$ cat src/rtl/rect_fill.sv
// rect_fill: rasterises one rectangle command per handshake into 1-bit video RAM writes ({y,x} addressing).
module rect_fill (
  input  logic        i_clk,
  input  logic        i_rst_n,
  input  logic        i_valid,
  output logic        o_ready,
  input  logic [7:0]  i_x0,
  input  logic [7:0]  i_y0,
  input  logic [7:0]  i_x1,
  input  logic [7:0]  i_y1,
  input  logic        i_color,
  input  logic [1:0]  i_mode,
  input  logic        i_abort,
  output logic [15:0] o_addr,
  output logic        o_dat,
  output logic        o_we,
  output logic        o_busy,
  output logic        o_done
);
  typedef enum logic [1:0] {IDLE, FILL, DONE} state_t;
  state_t      state_q, state_d;
  logic [7:0]  xmin_q, xmin_d, xmax_q, xmax_d, ymin_q, ymin_d, ymax_q, ymax_d;
  logic [7:0]  x_q, x_d, y_q, y_d;
  logic        color_q, color_d;
  logic [1:0]  mode_q, mode_d;
  logic [15:0] addr_q, addr_d;
  logic        dat_q, dat_d, we_q, we_d, busy_q, busy_d, done_q, done_d;
  logic        idle, load, last, edge_px, pix_we, pix_dat, color_n;
  logic [7:0]  bxmin, bxmax, bymin, bymax, nx, ny;
  logic [1:0]  mode_n;
  // Bounds/attributes come from the inputs while idle so the first pixel can be registered at the handshake edge.
  always_comb begin
    idle    = state_q == IDLE;
    load    = idle && i_valid;
    bxmin   = idle ? ((i_x0 < i_x1) ? i_x0 : i_x1) : xmin_q;
    bxmax   = idle ? ((i_x0 < i_x1) ? i_x1 : i_x0) : xmax_q;
    bymin   = idle ? ((i_y0 < i_y1) ? i_y0 : i_y1) : ymin_q;
    bymax   = idle ? ((i_y0 < i_y1) ? i_y1 : i_y0) : ymax_q;
    color_n = idle ? i_color : color_q;
    mode_n  = idle ? i_mode : mode_q;
    last    = (x_q == xmax_q) && (y_q == ymax_q);
    nx      = load ? bxmin : ((x_q == xmax_q) ? xmin_q : x_q + 8'd1);
    ny      = load ? bymin : ((x_q == xmax_q) ? y_q + 8'd1 : y_q);
    edge_px = (nx == bxmin) || (nx == bxmax) || (ny == bymin) || (ny == bymax);
    pix_we  = (mode_n == 2'b01) ? edge_px : 1'b1;
    pix_dat = (mode_n == 2'b10) ? (color_n ^ nx[0] ^ ny[0]) : color_n;
  end
  always_comb begin
    state_d = state_q;
    xmin_d  = xmin_q;
    xmax_d  = xmax_q;
    ymin_d  = ymin_q;
    ymax_d  = ymax_q;
    x_d     = x_q;
    y_d     = y_q;
    color_d = color_q;
    mode_d  = mode_q;
    addr_d  = addr_q;
    dat_d   = dat_q;
    we_d    = 1'b0;
    busy_d  = 1'b0;
    done_d  = 1'b0;
    case (state_q)
      IDLE: if (i_valid) begin
        state_d = FILL;
        xmin_d  = bxmin;
        xmax_d  = bxmax;
        ymin_d  = bymin;
        ymax_d  = bymax;
        color_d = i_color;
        mode_d  = i_mode;
        x_d     = nx;
        y_d     = ny;
        addr_d  = {ny, nx};
        dat_d   = pix_dat;
        we_d    = pix_we;
        busy_d  = 1'b1;
      end
      FILL: if (i_abort) begin
        state_d = IDLE;
      end else if (last) begin
        state_d = DONE;
        done_d  = 1'b1;
      end else begin
        x_d    = nx;
        y_d    = ny;
        addr_d = {ny, nx};
        dat_d  = pix_dat;
        we_d   = pix_we;
        busy_d = 1'b1;
      end
      default: state_d = IDLE;
    endcase
  end
  always_ff @(posedge i_clk or negedge i_rst_n) begin
    if (!i_rst_n) begin
      state_q <= IDLE;
      xmin_q  <= '0;
      xmax_q  <= '0;
      ymin_q  <= '0;
      ymax_q  <= '0;
      x_q     <= '0;
      y_q     <= '0;
      color_q <= 1'b0;
      mode_q  <= '0;
      addr_q  <= '0;
      dat_q   <= 1'b0;
      we_q    <= 1'b0;
      busy_q  <= 1'b0;
      done_q  <= 1'b0;
    end else begin
      state_q <= state_d;
      xmin_q  <= xmin_d;
      xmax_q  <= xmax_d;
      ymin_q  <= ymin_d;
      ymax_q  <= ymax_d;
      x_q     <= x_d;
      y_q     <= y_d;
      color_q <= color_d;
      mode_q  <= mode_d;
      addr_q  <= addr_d;
      dat_q   <= dat_d;
      we_q    <= we_d;
      busy_q  <= busy_d;
      done_q  <= done_d;
    end
  end
  // The RAM samples on the edge that also sees the abort, so the pending write is masked in that same cycle.
  assign o_we    = we_q & ~((state_q == FILL) & i_abort);
  assign o_ready = state_q == IDLE;
  assign o_addr  = addr_q;
  assign o_dat   = dat_q;
  assign o_busy  = busy_q;
  assign o_done  = done_q;
endmodule

$ cat config.mk
export PLATFORM = sky130hd
export DESIGN_NAME = rect_fill
export DESIGN_NICKNAME = d
export VERILOG_FILES = /design/src/rtl/rect_fill.sv
export SDC_FILE = /design/constraint.sdc
export NUM_CORES = 1
export LEC_CHECK = 0
export BUFFER_PORTS_ARGS = -buffer_cell sky130_fd_sc_hd__buf_2
export CORE_MARGIN = 1.5
export CORE_UTILIZATION = 25
export DETAILED_ROUTE_END_ITERATION = 8
export SYNTH_ARGS = -nofsm -noshare
export SYNTH_HDL_FRONTEND = slang
export SYNTH_SLANG_ARGS = --single-unit
$ cat constraint.sdc
create_clock -name i_clk -period 2.9 [get_ports i_clk]
set_input_delay 0.145 -clock i_clk [delete_from_list [all_inputs] [get_ports i_clk]]
set_output_delay 0.145 -clock i_clk [all_outputs]
set_load 0.1 [all_outputs]
==> results.cfg <==
[status]
status = complete, no violations

[synth]
yosys.area.top_type_share = 0.312
synthTopCellsByArea = dfrtp_1 31%, mux2i_1 11%, xor2_1 6.9%
synth_fp_nets = 571
ys_seq_area_frac = 0.312
synth_cell_type_count = 61
synth.most_common_cell = nand2_1
synth_area_um2 = 4570
synth_ff_type = dfrtp_1
syn_inst = 516
async_flop_share = 1.00
synth_edf_count = 0
yosysTopAreaCell = dfrtp_1
ys.warnings.count = 0
syn_area_per_cell_um2 = 8.85
ys_ff_latch = 57
synthTopCellsByCount = 63 x nand2_1, 57 x dfrtp_1, 49 x mux2i_1, 43 x o21ai_0, 36 x xor2_1

[final_layout]
drive_gt1_frac = 0.257
multi_input_area_um2 = 2900
utilization = 0.311
areaGrowthSynthToFinish_pct = 22.2
diodes = 0
final_net_count = 649
ff_latch_area_um2 = 1440
fillers = 1873
fin_area_um2 = 5580

[sta]
rsz0062_at_grt = no
fmax_ghz = 0.368
setup_ws_ns = 0.185
setup_viol = 0
fin_skew_ns = 0.00581
finalHoldViolations = 0
worstMarginPinSlew_ns = 0.956
final.setup.tns_ns = 0
post-route-min-period_ns = 2.71
slew_headroom = 0.363
fin_crit_sh = 0.936
slew_violations = 0

[worst_setup_path]
crit_path_cell_trace = xnor2_1 -> and4_1 -> nand2_4 -> mux2i_1 -> mux2i_1 -> xor2_1 -> nor4_1 -> nand4_1 -> a41oi_2
worstPathRequired_ns = 3.16
end_kind = flop
cpMaxStageDelayCell = dfrtp_1
crit_fanout = 6
cpPeakStageDelay_ns = 0.40
crit_type = flop to flop
rrSetupSlack_ns = 0.19
path_common_cell = mux2i_1
crit_arrival_ns = 2.98
critical_path.startpoint_type = flop

[clock_tree]
clockRootBuffer = clkbuf_16
clk_latency_ns = 0.34
htree_levels = 3
cts_made_buffers = 9
cts_sinks = 57
postCtsSetupRepairBufs = 0
cts_resized = 0
ctsLongestPathBuffers = 2
path_clk_slew_ns = 0.06
cts_tree = built

[pwr]
p_seq_frac = 0.241
sw_frac_of_total = 0.508
powerDensity_nw_per_um2 = 998
leakage_uw = 0.00261
p_int_uw = 2740
power.switching_uw = 2830
comb_power_share = 0.578
power.share.clock = 0.182
irDropWorstVdd_mv = 0.316

[drt]
drt_iter0_markers = 251
wire_per_inst_um = 15.3
wl_um = 12700
post_drt_via_cell_ratio = 4.80
drc = 0
drtPass1Iterations = 4
route.vias.total = 3975
ant_nets = 0

[placed_design]
pre_cts_ws_ns = 0.0441
gp_congestion = 0.845
dpl_cell_area_um2 = 5300
portBuffers = 59
hpwl_um = 9730

[grt]
grt_max_degree = 63
grt_overflow = 0
grt_use_total = 0.134
grt_pass1_vias = 3787
grt_pass1_wl_um = 20200
antenna_found_initial = 0

[job]
cap_violations = 0

[floorplan]
start_util = 0.254
die_h_um = 138
num_rows = 49
io_pins = 60
core_area_um2 = 18000
die_x_um = 138
die_area_um2 = 19100

[worst_hold_path]
hold_path.class = input pin to flop
==> what timing repair did <==
item	in CTS	in global routing
hold endpoints to repair	36	0
hold buffers	1	0
setup endpoints to repair	0	0
==> cell type report <==
class / instances / share of cell area
Clock inverter: 3 / 0.00269
Timing Repair Buffer: 98 / 0.108
Inverter: 23 / 0.0155
Multi-Input combinational cell: 405 / 0.519
Sequential cell: 57 / 0.257
Tap cell: 229 / 0.0513
Clock buffer: 13 / 0.0466
==> stage by stage <==
step | instances | total power [µW] | hold WS [ns]
after detailed placement | 811 | 4560 | 0.359
after global placement | 811 | 4540 | 0.343
after global routing | 828 | 5880 | 0.0443
after floorplan | 516 | 3770 | -0.151
final | 828 | 5570 | 0.0161
after CTS | 828 | 5590 | 0.00733
==> per-layer routing <==
metal | up-vias | track usage | routed length [µm]
met3 | 29 | 0.0201 | 590
li1 | 1977 | - | -
met2 | 89 | 0.213 | 5880
met1 | 1880 | 0.174 | 5790
met4 | 0 | 0.0781 | 434
met5 | - | 0 | 0
==> worst max-delay path, delay by kind of cell, from the launching register on <==
family,cells,cell delay (ns)
compound gates,1,0.21
xor+xnor,2,0.52
flops,1,0.40
mux,2,0.40
simple gates,4,1.10
==> path summary, 6_finish.rpt <==
kind	from	endpoint	cells past startpoint
hold / removal	i_color	color_q	3
min in group asynchronous	i_rst_n	o_busy	2
hold reg to reg	o_dat	o_dat	2
max in group asynchronous	i_rst_n	ymax_q[7]	3
setup reg to reg	xmax_q[4]	we_q	9
setup / recovery	xmax_q[4]	we_q	9
==> cells in the final DEF, fill, tap and decap left out, types with 7 or more instances in the layout <==
cell        n
inv_1      22
ha_1       16
nand4_1     7
dfrtp_2     8
mux2i_1    49
xnor2_1    31
nor2_1     24
buf_4      37
dfrtp_1    49
o21ai_0    43
a21oi_1    25
clkbuf_16   9
mux2_2     13
nor3_1      7
xor2_1     36
nand3_1    14
buf_2      59
nand2_1    62
nor4_1      7
==> power by group through the flow <==
| stage | Sequential (µW) | Combinational [µW] | Clock (µW) |
|---|---|---|---|
| 2_1_floorplan | 2110 | 1660 | 0 |
| 6_report | 1340 | 3220 | 1010 |
| 3_3_place_gp | 1340 | 3200 | 0 |
| 5_1_grt | 1380 | 3450 | 1050 |
| 4_1_cts | 1340 | 3230 | 1020 |
| 3_5_place_dp | 1350 | 3210 | 0 |
==> flip-flops by register name, summed over array words and instances (netlist names) <==
| signal | flops |
|---|---|
| mode_q | 2 |
| ymax_q | 8 |
| x_q | 7 |
| o_addr | 1 |
| y_q | 8 |
| xmax_q | 8 |
| o_done | 1 |
| color_q | 1 |
| we_q | 1 |
| state_q | 2 |
| xmin_q | 8 |
| o_dat | 1 |
| o_busy | 1 |
| ymin_q | 8 |
==> cell families after synthesis <==
logic type                 synth area share
DFF                                   0.312
adders and majority gates            0.0438
muxes                                 0.146
buffers and inverters                0.0542
xor gates and xnor gates              0.132
and+or+nand+nor                       0.159
AOI/OAI and AO/OA                     0.153
Note: power is estimated with default switching activity, not from simulation.
